**src/rtl/uart_tx_arbiter_if.sv**
```systemverilog
// Requester-side and transmitter-side handshake bundle for the UART TX arbiter.
// The master modport is the arbiter; the slave modport is the environment (requesters + transmitter).
interface uart_tx_arbiter_if #(
  parameter int NUM_REQ    = 2,
  parameter int DATA_WIDTH = 8
);
  logic [NUM_REQ-1:0]            req_valid;
  logic [NUM_REQ*DATA_WIDTH-1:0] req_data;
  logic [NUM_REQ-1:0]            req_ready;
  logic [DATA_WIDTH-1:0]         TX_P_DATA;
  logic                          TX_DATA_VALID;
  logic                          TX_BUSY;

  modport master (
    input  req_valid, req_data, TX_BUSY,
    output req_ready, TX_P_DATA, TX_DATA_VALID
  );

  modport slave (
    output req_valid, req_data, TX_BUSY,
    input  req_ready, TX_P_DATA, TX_DATA_VALID
  );
endinterface

```
**src/rtl/uart_tx_arbiter.sv**
```systemverilog
// Round-robin scheduler sharing one UART transmitter between NUM_REQ byte producers.
// One byte in flight at a time; a launch the transmitter never acknowledges raises a sticky tx_err.
module uart_tx_arbiter #(
  parameter int NUM_REQ      = 2,
  parameter int DATA_WIDTH   = 8,
  parameter int BUSY_TIMEOUT = 4,
  localparam int GW          = (NUM_REQ > 1) ? $clog2(NUM_REQ) : 1
) (
  input  logic                   CLK,
  input  logic                   RST,
  uart_tx_arbiter_if.master      bus,
  output logic [GW-1:0]          grant_id,
  output logic                   arb_busy,
  output logic                   tx_err,
  input  logic                   err_clr
);

  localparam int CW = (BUSY_TIMEOUT > 2) ? $clog2(BUSY_TIMEOUT) : 1;

  typedef enum logic [1:0] {
    IDLE      = 2'd0,
    LAUNCH    = 2'd1,
    WAIT_BUSY = 2'd2,
    WAIT_DONE = 2'd3
  } state_t;

  state_t                state_q;
  logic [NUM_REQ-1:0]    req_ready_q;
  logic [DATA_WIDTH-1:0] tx_data_q;
  logic                  tx_dv_q;
  logic [GW-1:0]         grant_q;
  logic [GW-1:0]         rr_q;
  logic [CW-1:0]         cnt_q;
  logic                  tx_err_q;
  logic                  arb_busy_q;

  logic [GW-1:0]         win_d;
  logic [NUM_REQ-1:0]    win_onehot_d;
  logic                  any_valid_d;

  // First requesting index strictly after the last winner, wrapping around.
  function automatic logic [GW-1:0] rr_pick(input logic [NUM_REQ-1:0] v,
                                            input logic [GW-1:0]      last);
    logic [GW-1:0] w;
    logic          found;
    int            idx;
    w     = '0;
    found = 1'b0;
    for (int k = 1; k <= NUM_REQ; k++) begin
      idx = int'(last) + k;
      if (idx >= NUM_REQ) idx = idx - NUM_REQ;
      if (!found && v[idx]) begin
        w     = GW'(idx);
        found = 1'b1;
      end
    end
    return w;
  endfunction

  always_comb begin
    any_valid_d  = |bus.req_valid;
    win_d        = rr_pick(bus.req_valid, rr_q);
    win_onehot_d = NUM_REQ'(1) << win_d;
  end

  always_ff @(posedge CLK) begin
    if (RST) begin
      state_q     <= IDLE;
      req_ready_q <= '0;
      tx_data_q   <= '0;
      tx_dv_q     <= 1'b0;
      grant_q     <= '0;
      rr_q        <= GW'(NUM_REQ - 1);
      cnt_q       <= '0;
      tx_err_q    <= 1'b0;
      arb_busy_q  <= 1'b0;
    end else begin
      req_ready_q <= '0;
      tx_dv_q     <= 1'b0;
      if (err_clr) tx_err_q <= 1'b0;
      case (state_q)
        IDLE: begin
          // A busy transmitter here is a frame still draining after a timeout.
          if (any_valid_d && !bus.TX_BUSY) begin
            state_q     <= LAUNCH;
            arb_busy_q  <= 1'b1;
            tx_dv_q     <= 1'b1;
            req_ready_q <= win_onehot_d;
            tx_data_q   <= bus.req_data[win_d*DATA_WIDTH +: DATA_WIDTH];
            grant_q     <= win_d;
            rr_q        <= win_d;
          end
        end
        LAUNCH: begin
          state_q <= WAIT_BUSY;
          cnt_q   <= '0;
        end
        WAIT_BUSY: begin
          if (bus.TX_BUSY) begin
            state_q <= WAIT_DONE;
          end else if (cnt_q == CW'(BUSY_TIMEOUT - 1)) begin
            tx_err_q   <= 1'b1;
            state_q    <= IDLE;
            arb_busy_q <= 1'b0;
          end else begin
            cnt_q <= cnt_q + CW'(1);
          end
        end
        WAIT_DONE: begin
          if (!bus.TX_BUSY) begin
            state_q    <= IDLE;
            arb_busy_q <= 1'b0;
          end
        end
        default: begin
          state_q    <= IDLE;
          arb_busy_q <= 1'b0;
        end
      endcase
    end
  end

  assign bus.req_ready     = req_ready_q;
  assign bus.TX_P_DATA     = tx_data_q;
  assign bus.TX_DATA_VALID = tx_dv_q;
  assign grant_id          = grant_q;
  assign arb_busy          = arb_busy_q;
  assign tx_err            = tx_err_q;

endmodule

```
**src/flat_wrapper.sv**
```systemverilog
// flat-port wrapper written by rule: the top's interface ports become plain ports
module uart_tx_arbiter_flat 
#(
  parameter int NUM_REQ      = 2,
  parameter int DATA_WIDTH   = 8,
  parameter int BUSY_TIMEOUT = 4,
  localparam int GW          = (NUM_REQ > 1) ? $clog2(NUM_REQ) : 1
)
  (CLK, RST, grant_id, arb_busy, tx_err, err_clr, bus_req_valid, bus_req_data, bus_TX_BUSY, bus_req_ready, bus_TX_P_DATA, bus_TX_DATA_VALID);
  uart_tx_arbiter_if #(.NUM_REQ(NUM_REQ), .DATA_WIDTH(DATA_WIDTH)) bus_i ();
  input  logic CLK;
  input  logic RST;
  output logic [GW-1:0] grant_id;
  output logic arb_busy;
  output logic tx_err;
  input  logic err_clr;
  input wire logic [$bits(bus_i.req_valid)-1:0] bus_req_valid;
  input wire logic [$bits(bus_i.req_data)-1:0] bus_req_data;
  input wire logic [$bits(bus_i.TX_BUSY)-1:0] bus_TX_BUSY;
  output wire logic [$bits(bus_i.req_ready)-1:0] bus_req_ready;
  output wire logic [$bits(bus_i.TX_P_DATA)-1:0] bus_TX_P_DATA;
  output wire logic [$bits(bus_i.TX_DATA_VALID)-1:0] bus_TX_DATA_VALID;
  assign bus_i.req_valid = bus_req_valid;
  assign bus_i.req_data = bus_req_data;
  assign bus_i.TX_BUSY = bus_TX_BUSY;
  assign bus_req_ready = bus_i.req_ready;
  assign bus_TX_P_DATA = bus_i.TX_P_DATA;
  assign bus_TX_DATA_VALID = bus_i.TX_DATA_VALID;
  uart_tx_arbiter #(.NUM_REQ(NUM_REQ), .DATA_WIDTH(DATA_WIDTH), .BUSY_TIMEOUT(BUSY_TIMEOUT)) u_core (.CLK(CLK), .RST(RST), .bus(bus_i), .grant_id(grant_id), .arb_busy(arb_busy), .tx_err(tx_err), .err_clr(err_clr));
endmodule
```
**config.mk**
```make
export PLATFORM = sky130hd
export DESIGN_NAME = uart_tx_arbiter_flat
export DESIGN_NICKNAME = d
export VERILOG_FILES = /design/src/rtl/uart_tx_arbiter_if.sv /design/src/rtl/uart_tx_arbiter.sv /design/src/flat_wrapper.sv
export SDC_FILE = /design/constraint.sdc
export NUM_CORES = 1
export LEC_CHECK = 0
export ABC_AREA = 1
export CORE_MARGIN = 4
export CORE_UTILIZATION = 37
export DETAILED_ROUTE_END_ITERATION = 8
export PLACE_DENSITY_LB_ADDON = 0.08
export SYNTH_ARGS = -nofsm -noshare
export SYNTH_HDL_FRONTEND = slang
export SYNTH_SLANG_ARGS = --single-unit
```
**constraint.sdc**
```tcl
create_clock -name CLK -period 1.15 [get_ports CLK]
set_clock_uncertainty 0.05 [all_clocks]
set_input_delay 0.345 -clock CLK [delete_from_list [all_inputs] [get_ports CLK]]
set_output_delay 0.345 -clock CLK [all_outputs]
set_load 0.02 [all_outputs]
```
Word-level counts from Yosys, hierarchy flattened
Index checks and enable logic that the tools add are counted.
{"block": "totals", "reg_bits": 19, "latch_bits": 0, "ramBits": 0, "romBits": 0, "elab_cells": 75, "memories": 0}
{"block": "op_classes", "n_addsub": 5, "mul": 0, "div": 0, "magnitude_cmp": 4, "n_eq_ne": 10, "n_shift": 2, "n_mux": 29, "n_bitwise": 2, "reduce_logical": 14}
{"op": "greater-or-equal comparator 32 x 3 -> 1 bit (second input constant)", "count": 2}
{"op": "less-than comparator 32 x 3 -> 1 bit (second input constant)", "count": 2}
{"op": "two-way mux 32 bit", "count": 2}
{"op": "subtractor 32 x 3 -> 32 bit (second input constant)", "count": 2}
{"op": "two-way mux 1 bit", "count": 18}
{"op": "variable part select 16 x 5 -> 8 bit", "count": 1}
{"op": "two-way mux 2 bit", "count": 6}
{"op": "case mux 2 bit (4 select lines)", "count": 1}
{"op": "== test 2 bit (second input constant)", "count": 3}
{"op": "!= test 2 bit (second input constant)", "count": 3}
{"op": "AND reduction 3 bit", "count": 2}
{"op": "AND reduction 5 bit", "count": 1}
{"op": "!= test 2 x 1 -> 1 bit (second input constant)", "count": 2}
{"op": "case mux 2 bit (2 select lines)", "count": 1}
{"op": "OR reduction 2 bit", "count": 2}
{"op": "adder 1 x 2 -> 3 bit (second input constant)", "count": 1}
{"op": "!= test 3 x 2 -> 1 bit (second input constant)", "count": 1}
{"op": "case mux 1 bit (3 select lines)", "count": 1}
{"op": "nonzero test 3 bit", "count": 1}
{"op": "OR reduction 3 bit", "count": 1}
{"op": "adder 1 x 1 -> 2 bit (second input constant)", "count": 1}
{"op": "adder 2 x 1 -> 2 bit (second input constant)", "count": 1}
{"op": "== test 2 x 1 -> 1 bit (second input constant)", "count": 1}
{"op": "logical AND 1 bit", "count": 2}
{"op": "other kinds (6)", "count": 8}

Depth between registers and ports, before layout
Gate-level depths: netlist of run 1.
{"block": "depth", "ltp_word": 11, "ltp_mapped": 8}

Worst setup path before layout of run 1
No wires, ideal clock.
{"block": "synth_timing", "kind": "input-to-reg", "startpoint": "input bus_req_valid[0]", "endpoint": "register u_core.tx_data_q[0], in the netlist u_core.bus.TX_P_DATA[0]", "arrival_time_ns": 0.934, "setup_slack_ns": 0.033, "cell_stages": 7, "cell_sequence": "nand2_1 > nand2_2 > clkinv_1 > nand2_1 > nand2_1 > nand2_1 > a21oi_1"}
{"block": "synth_via", "elab_chain_cells": 8, "word_cells_on_any_way": 15}
{"item": "start, declared", "line": "flat_wrapper.sv:17", "text": "input wire logic [$bits(bus_i.req_valid)-1:0] bus_req_valid;"}
{"item": "two-way mux 1 bit (implied by the code) (3 in series)", "line": "uart_tx_arbiter.sv:52", "text": "if (!found && v[idx]) begin"}
{"item": "two-way mux 1 bit", "line": "uart_tx_arbiter.sv:52"}
{"item": "logical NOT 1 bit", "line": "uart_tx_arbiter.sv:52"}
{"item": "logical AND 1 bit", "line": "uart_tx_arbiter.sv:52"}
{"item": "two-way mux 1 bit", "line": "uart_tx_arbiter.sv:52"}
{"item": "variable part select 16 x 5 -> 8 bit", "line": "uart_tx_arbiter.sv:89", "text": "tx_data_q <= bus.req_data[win_d*DATA_WIDTH +: DATA_WIDTH];"}
{"item": "end signal, assigned", "line": "uart_tx_arbiter.sv:89"}
{"item": "end, declared", "line": "uart_tx_arbiter.sv:29", "text": "logic [DATA_WIDTH-1:0] tx_data_q;"}
Parallel ways exist; a longest one is shown, timed or not. The select of a mux whose other input is x is not followed.
A chain may end at the register's enable or synchronous reset.

Worst setup path after layout of run 1
{"block": "layout_timing", "startpoint": "register u_core.tx_data_q[6], in the netlist u_core.bus.TX_P_DATA[6]", "endpoint": "output bus_TX_P_DATA[6]"}
{"item": "end, declared", "line": "flat_wrapper.sv:21", "text": "output wire logic [$bits(bus_i.TX_P_DATA)-1:0] bus_TX_P_DATA;"}
No word-level cell between the ends.

==> results of run 1 <==
registers in the layout, summed over array words and instances (netlist names), 2 cells and up:
register	flops
u_core.bus.TX_P_DATA	8
u_core.bus.req_ready	2
u_core.cnt_q	2
u_core.state_q	2
per-stage QoR:
stage                     instances  instance area [um^2]  hold WS [ns]  total power, mW
final                           210                  1504        0.4218            2.614
after global routing            210                  1504        0.4477            2.819
after CTS                       207                  1420        0.4246            2.436
after detailed placement        201                  1319        0.4028            1.992
after global placement          201                  1319        0.3988            1.967
after floorplan                 130                 865.8        0.3924            1.551
what timing repair did:
| action | 4_1_cts | 5_1_grt |
|---|---|---|
| setup buffers | 1 | 3 |
| setup endpoints to repair | 31 | 30 |
| pin swaps | 2 | 4 |
| cloned | 1 | 0 |
| gates resized for setup | 111 | 19 |
logic make-up after synthesis:
group	Yosys count	synth area share (%)
and+or+nand+nor	79	36.99
adders and majority gates	1	1.445
buffers and inverters	13	6.069
xor gates and xnor gates	1	1.012
DFF	19	43.93
AOI/OAI and AO/OA	17	10.55
Yosys cell counts, drive strengths merged:
cell type and count:
a21oi 14, inv 9, nor2 10, ha 1, clkbuf 2, o211ai 1, nand3b 1, nand3 5
nand2 62, dfxtp 19, nor3 1, clkinv 1, xnor2 1, buf 1, o21ai 2
metal layers:
metal	vias to the layer above	routed length (um)	global-route usage [%]
li1	510	-	-
met1	436	952	17.18
met2	23	1140	24.04
met3	4	122	2.529
met4	0	20	7.119
met5	-	0	0
worst reg2reg max path, stage by stage, from the launching register on:
cell                       delay (ns)
sky130_fd_sc_hd__dfxtp_2         0.35
sky130_fd_sc_hd__ha_4            0.17
sky130_fd_sc_hd__buf_6           0.11
sky130_fd_sc_hd__o211ai_1        0.18
sky130_fd_sc_hd__nand2_1         0.09
sky130_fd_sc_hd__a21oi_2         0.10
final timing paths:
path,startpoint,end,cells after the start
max,u_core.bus.TX_P_DATA[6],bus_TX_P_DATA[6],1
min reg2reg,u_core.arb_busy,u_core.arb_busy,2
max reg2reg,u_core.cnt_q[1],u_core.arb_busy,5
min,u_core.arb_busy,u_core.arb_busy,2
where the power goes:
part / internal (mW) / total (mW) / switching (mW)
Sequential: 0.841 / 0.992 / 0.151
Combinational: 0.624 / 1.29 / 0.664
Clock: 0.129 / 0.334 / 0.205
Total: 1.59 / 2.61 / 1.02
area by class of cell:
cell class                 instances  share of cell area [%]
multi-input combinational         98                   32.78
clock inverter                     1                  0.3328
inverter                          10                   2.912
sequential                        19                   27.20
timing repair inverter             1                  0.4992
tap                               28                   2.329
clock buffer                       3                   1.498
timing repair buffer              50                   32.45
==> impl_results.md, run 1 <==
* Worst VDD drop at 0.001017 V
* Global routing usage summed across all routing layers at 14.23%
* Sequential standard cell area at 409.1 um^2
* Final period utilization at 101.5%
* Kind of cell adding the most delay to the critical path: flip-flops
* Die width at 56.38 um
* Cells after synthesis at 130
* Inserted Clock Buffers at 3
* Worst Path Max Fanout at 2
* CP startpoint kind: flip-flop
* Sequential share of the synthesized area at 43.93%
* Number of clock sinks at 19
* Gpl congestion at 0.7753
* Die ar. at between 3000 and 4000 um^2
* Synth top area cells: sky130_fd_sc_hd__dfxtp_1 44%, sky130_fd_sc_hd__nand2_1 25%, sky130_fd_sc_hd__a21oi_1 7.5%
* Maximum clock path buffer count at 2
* Tightest Pin Transition at 0.1894 ns
* TritonRoute pass-1 iters at 4
* Count of different cell masters after synthesis at 19
* TritonCTS clock tree: built
* Register-to-Register Setup Slack at approximately 0.040 ns
* Setup repair after global routing missed its margin: yes
* Aggregate negative setup slack at -0.03403 ns
* Remaining global-route overflow at 0
* Hold/Removal Path Class: reg -> reg
* Clock network latency to the later pin of the worst-skew pair at ~0.29 ns
* Count of final max-slew check failures at 0
* Number of antenna violations at the first check in global routing at 0
* Starting density of the core at 39.14%
* Fill count at 194
* Max frequency at 0.8566 GHz
* Yosys reg bits at 19
* ANT cells at 0
* Detailed-route via count at slightly below 1k
* Row count at 17
* Core area at 2212 um^2
* Final number of hold-violating endpoints at 0
* Half-perimeter wire length after detailed placement at roughly 1.7 mm
* Total DRC errors in the routed layout at 0
* Arrival time at the worst endpoint at 0.77 ns
* Area taken by multi-input logic gates at 493.0 um^2
* Worst setup slack after layout at -0.01736 ns
* DR vias/cell at 4.633
* DRC violation total after the first TritonRoute iteration at 15
* CTS root buf: sky130_fd_sc_hd__clkbuf_4
* Crit path kind: reg -> out
* Wire length of the first global-routing pass at 3.670 mm
* Clock period minus worst slack at roughly 1.2 ns
* Result of the run: finished with violations
* Cell accounting for the most synthesized area: sky130_fd_sc_hd__dfxtp_1
* Critical-path cell list: buf_6
* Die Span Y at ~56 um
* Number of H-tree branching levels at 1
* Core utilization of the finished layout at 67.99%
* Average routed wire per standard cell at 10.65 um
* Vias in the first global route at slightly above 900
* Slowest cell on crit path: sky130_fd_sc_hd__dfxtp_2
* Required time of the critical path at about 0.75 ns
* Net Count, Synth at around 150
* Commonest cells after routing, fill and taps aside: 56 x sky130_fd_sc_hd__nand2_1, 18 x sky130_fd_sc_hd__clkdlybuf4s50_1, 17 x sky130_fd_sc_hd__buf_6, 17 x sky130_fd_sc_hd__dfxtp_2, 12 x sky130_fd_sc_hd__buf_4
* Top-level port count at 36
* Post-Synthesis Cell Area at a little under 900 um^2
* Power density over cell area at 1738 nW/um^2
* Worst slew margin relative to its limit at just under 90%
* Maximum number of pins on one net before global-route repair at 12
* Number of setup violations in the final report at 4
* Bufs and invs on worst path at 1
* Syn-to-layout area delta at 73.70%
* Commonest non-fill, non-tap cell in the layout: sky130_fd_sc_hd__nand2_1
* Final net count at 206
* Pre-CTS worst setup slack at -0.5153 ns
* Sum of routed wire length over all layers at between 2 and 2.5 mm
* Synth Warn # at 0
* I/O Buffers at 35
* Post-detailed-route count of antenna-violating nets at 0
* Quantity of hold-fixing buffers added after cts at 0
* Peak per-stage delay on the critical path at 0.36 ns
* Clock slew at reported path FFs at around 0.11 ns
* Category of the worst setup path capture point: primary output
* Violated checks: setup timing
* Ratio of cells with drive above 1 in the final layout at 39.56%
* Leakage power at 0.7039 nW
* Max-cap check violation count at 0
* Share of the synthesized area in the top cell type at 43.93%
* Mean post-synth cell area at 6.660 um^2
(Power assumes the default switching activity.)
==> inputs of run 2 (changes only) <==
- CORE_UTILIZATION: 37 -> 30
==> impl_results.md, run 2 (synthesis gave the netlist of run 1 again) <==
* Area taken by multi-input logic gates at 484.2 um^2 (was 493.0 um^2)
* Half-perimeter wire length after detailed placement at 1.757 mm (was 1.702 mm)
* Crit path kind: reg -> out (unchanged)
* Final number of hold-violating endpoints at 0 (unchanged)
* Worst VDD drop at 0.001019 V (was 0.001017 V)
* Number of H-tree branching levels at 1 (unchanged)
* CTS root buf: sky130_fd_sc_hd__clkbuf_4 (unchanged)
* Pre-CTS worst setup slack at -0.5317 ns (was -0.5153 ns)
* Count of final max-slew check failures at 0 (unchanged)
* Required time of the critical path at 0.75 ns (about the same)
* Number of flip-flops in the largest register at 8 (unchanged)
* Number of setup violations in the final report at 11 (was 4)
* Fill count at 276 (was 194)
* Tightest Pin Transition at 0.1661 ns (was 0.1894 ns)
* Peak per-stage delay on the critical path at 0.36 ns (about the same)
* Row count at 19 (was 17)
* Core area at 2758 um^2 (was 2212 um^2)
* Global routing usage summed across all routing layers at 14.02% (was 14.23%)
* Commonest non-fill, non-tap cell in the layout: sky130_fd_sc_hd__nand2_1 (unchanged)
* Die Span Y at 61.72 um (was 56.38 um)
* Syn-to-layout area delta at 76.59% (was 73.70%)
* Post-detailed-route count of antenna-violating nets at 0 (unchanged)
* Die width at 61.72 um (was 56.38 um)
* Hold slack final at 0.4268 ns (was 0.4218 ns)
* Result of the run: finished with violations (unchanged)
* Core utilization of the finished layout at 55.44% (was 67.99%)
* Final period utilization at 101.2% (was 101.5%)
* Maximum clock path buffer count at 2 (unchanged)
* Detailed-route via count at 982 (was 973)
* Final net count at 211 (was 206)
* Leakage power at 0.7227 nW (was 0.7039 nW)
* Setup repair after global routing missed its margin: yes (unchanged)
* CP startpoint kind: flip-flop (unchanged)
* Critical-path cell list: buf_6 (unchanged)
* Design Power at 2.621 mW (was 2.614 mW)
* TritonRoute pass-1 iters at 4 (unchanged)
* Worst setup slack after layout at -0.01416 ns (was -0.01736 ns)
* Hold/Removal Path Class: reg -> reg (unchanged)
* Wire length of the first global-routing pass at 3.981 mm (was 3.670 mm)
* Kind of cell adding the most delay to the critical path: flip-flops (unchanged)
* Clock slew at reported path FFs at 0.11 ns (about the same)
* Vias in the first global route at 933 (was 928)
* DR vias/cell at 4.505 (was 4.633)
* Die ar. at 3809 um^2 (was 3178 um^2)
* Worst slew margin relative to its limit at 88.93% (was 87.28%)
* Worst Path Max Fanout at 2 (unchanged)
* Clock period minus worst slack at 1.164 ns (was 1.167 ns)
* Commonest cells after routing, fill and taps aside: 56 x sky130_fd_sc_hd__nand2_1, 18 x sky130_fd_sc_hd__clkdlybuf4s50_1, 18 x sky130_fd_sc_hd__dfxtp_2, 17 x sky130_fd_sc_hd__buf_6, 17 x sky130_fd_sc_hd__buf_4 (was 56 x sky130_fd_sc_hd__nand2_1, 18 x sky130_fd_sc_hd__clkdlybuf4s50_1, 17 x sky130_fd_sc_hd__buf_6, 17 x sky130_fd_sc_hd__dfxtp_2, 12 x sky130_fd_sc_hd__buf_4)
* Number of antenna violations at the first check in global routing at 0 (unchanged)
* Top-level port count at 36 (unchanged)
* Power density over cell area at 1714 nW/um^2 (was 1738 nW/um^2)
* Bufs and invs on worst path at 1 (unchanged)
* Number of clock sinks at 19 (unchanged)
* Total DRC errors in the routed layout at 0 (unchanged)
* Sequential standard cell area at 406.6 um^2 (was 409.1 um^2)
* ANT cells at 0 (unchanged)
* DRC violation total after the first TritonRoute iteration at 25 (was 15)
* Gpl congestion at 0.8350 (was 0.7753)
* TritonCTS clock tree: built (unchanged)
* Sum of routed wire length over all layers at 2.352 mm (was 2.236 mm)
* Max frequency at 0.8590 GHz (was 0.8566 GHz)
* Category of the worst setup path capture point: primary output (unchanged)
* Violated checks: setup timing (unchanged)
* Starting density of the core at 31.40% (was 39.14%)
* Aggregate negative setup slack at -0.06838 ns (was -0.03403 ns)
* Remaining global-route overflow at 0 (unchanged)
* Max-cap check violation count at 0 (unchanged)
* I/O Buffers at 35 (unchanged)
* Average routed wire per standard cell at 10.79 um (was 10.65 um)
* Slowest cell on crit path: sky130_fd_sc_hd__dfxtp_2 (unchanged)
* Arrival time at the worst endpoint at 0.77 ns (about the same)
* Ratio of cells with drive above 1 in the final layout at 38.50% (was 39.56%)
* Clock network latency to the later pin of the worst-skew pair at 0.30 ns (was 0.29 ns)
* Maximum number of pins on one net before global-route repair at 12 (unchanged)
* Inserted Clock Buffers at 3 (unchanged)
## run 2: cell count changes in the layout (fill, tap and decap cells not counted), sizes merged
cell,previous run,this run
buf,29,34
clkbuf,3,4
clkinv,2,1
## run 2: worst paths after layout
path / startpoint / to / slack (ns) / cells past startpoint
setup reg to reg: u_core.cnt_q[0] / u_core.arb_busy / 0.07 / 5
setup / recovery: u_core.bus.TX_P_DATA[0] / bus_TX_P_DATA[0] / -0.01 / 1
hold reg to reg: u_core.grant_id / u_core.grant_id / 0.43 / 2
hold / removal: u_core.grant_id / u_core.grant_id / 0.43 / 2
## run 2: what timing repair did
action                                  in CTS  in global routing
endpoints found under the setup margin      31                 28
pin swaps                                    3                  8
hold buffers                                 0                  0
buffers inserted                             0                  2
cloned                                       1                  0
gates resized for setup                    105                 18
## run 2: per-layer routing
layer,global-route usage [%],vias up,wire (um)
li1,-,523,-
met1,16.62,431,986
met2,24.51,23,1229
met3,3.719,5,108
met4,4.545,0,28
met5,0,-,0
## run 2: power breakdown
group / total, mW / internal [mW] / switching [mW]
Sequential: 0.964 / 0.834 / 0.130
Combinational: 1.31 / 0.658 / 0.652
Clock: 0.347 / 0.135 / 0.212
## run 2: metrics by stage
stage          instance area (um^2)  std cells
2_1_floorplan                 865.8        130
3_3_place_gp                   1375        211
3_5_place_dp                   1375        211
4_1_cts                        1454        216
5_1_grt                        1529        218
6_report                       1529        218
## run 2: layout make-up
| cell class | count | area share, % |
|---|---|---|
| clock buffer | 4 | 1.718 |
| inverter | 10 | 2.619 |
| multi-input combinational | 98 | 31.67 |
| sequential | 19 | 26.60 |
| tap | 31 | 2.537 |
| timing repair buffer | 55 | 34.37 |
| timing repair inverter | 1 | 0.4910 |
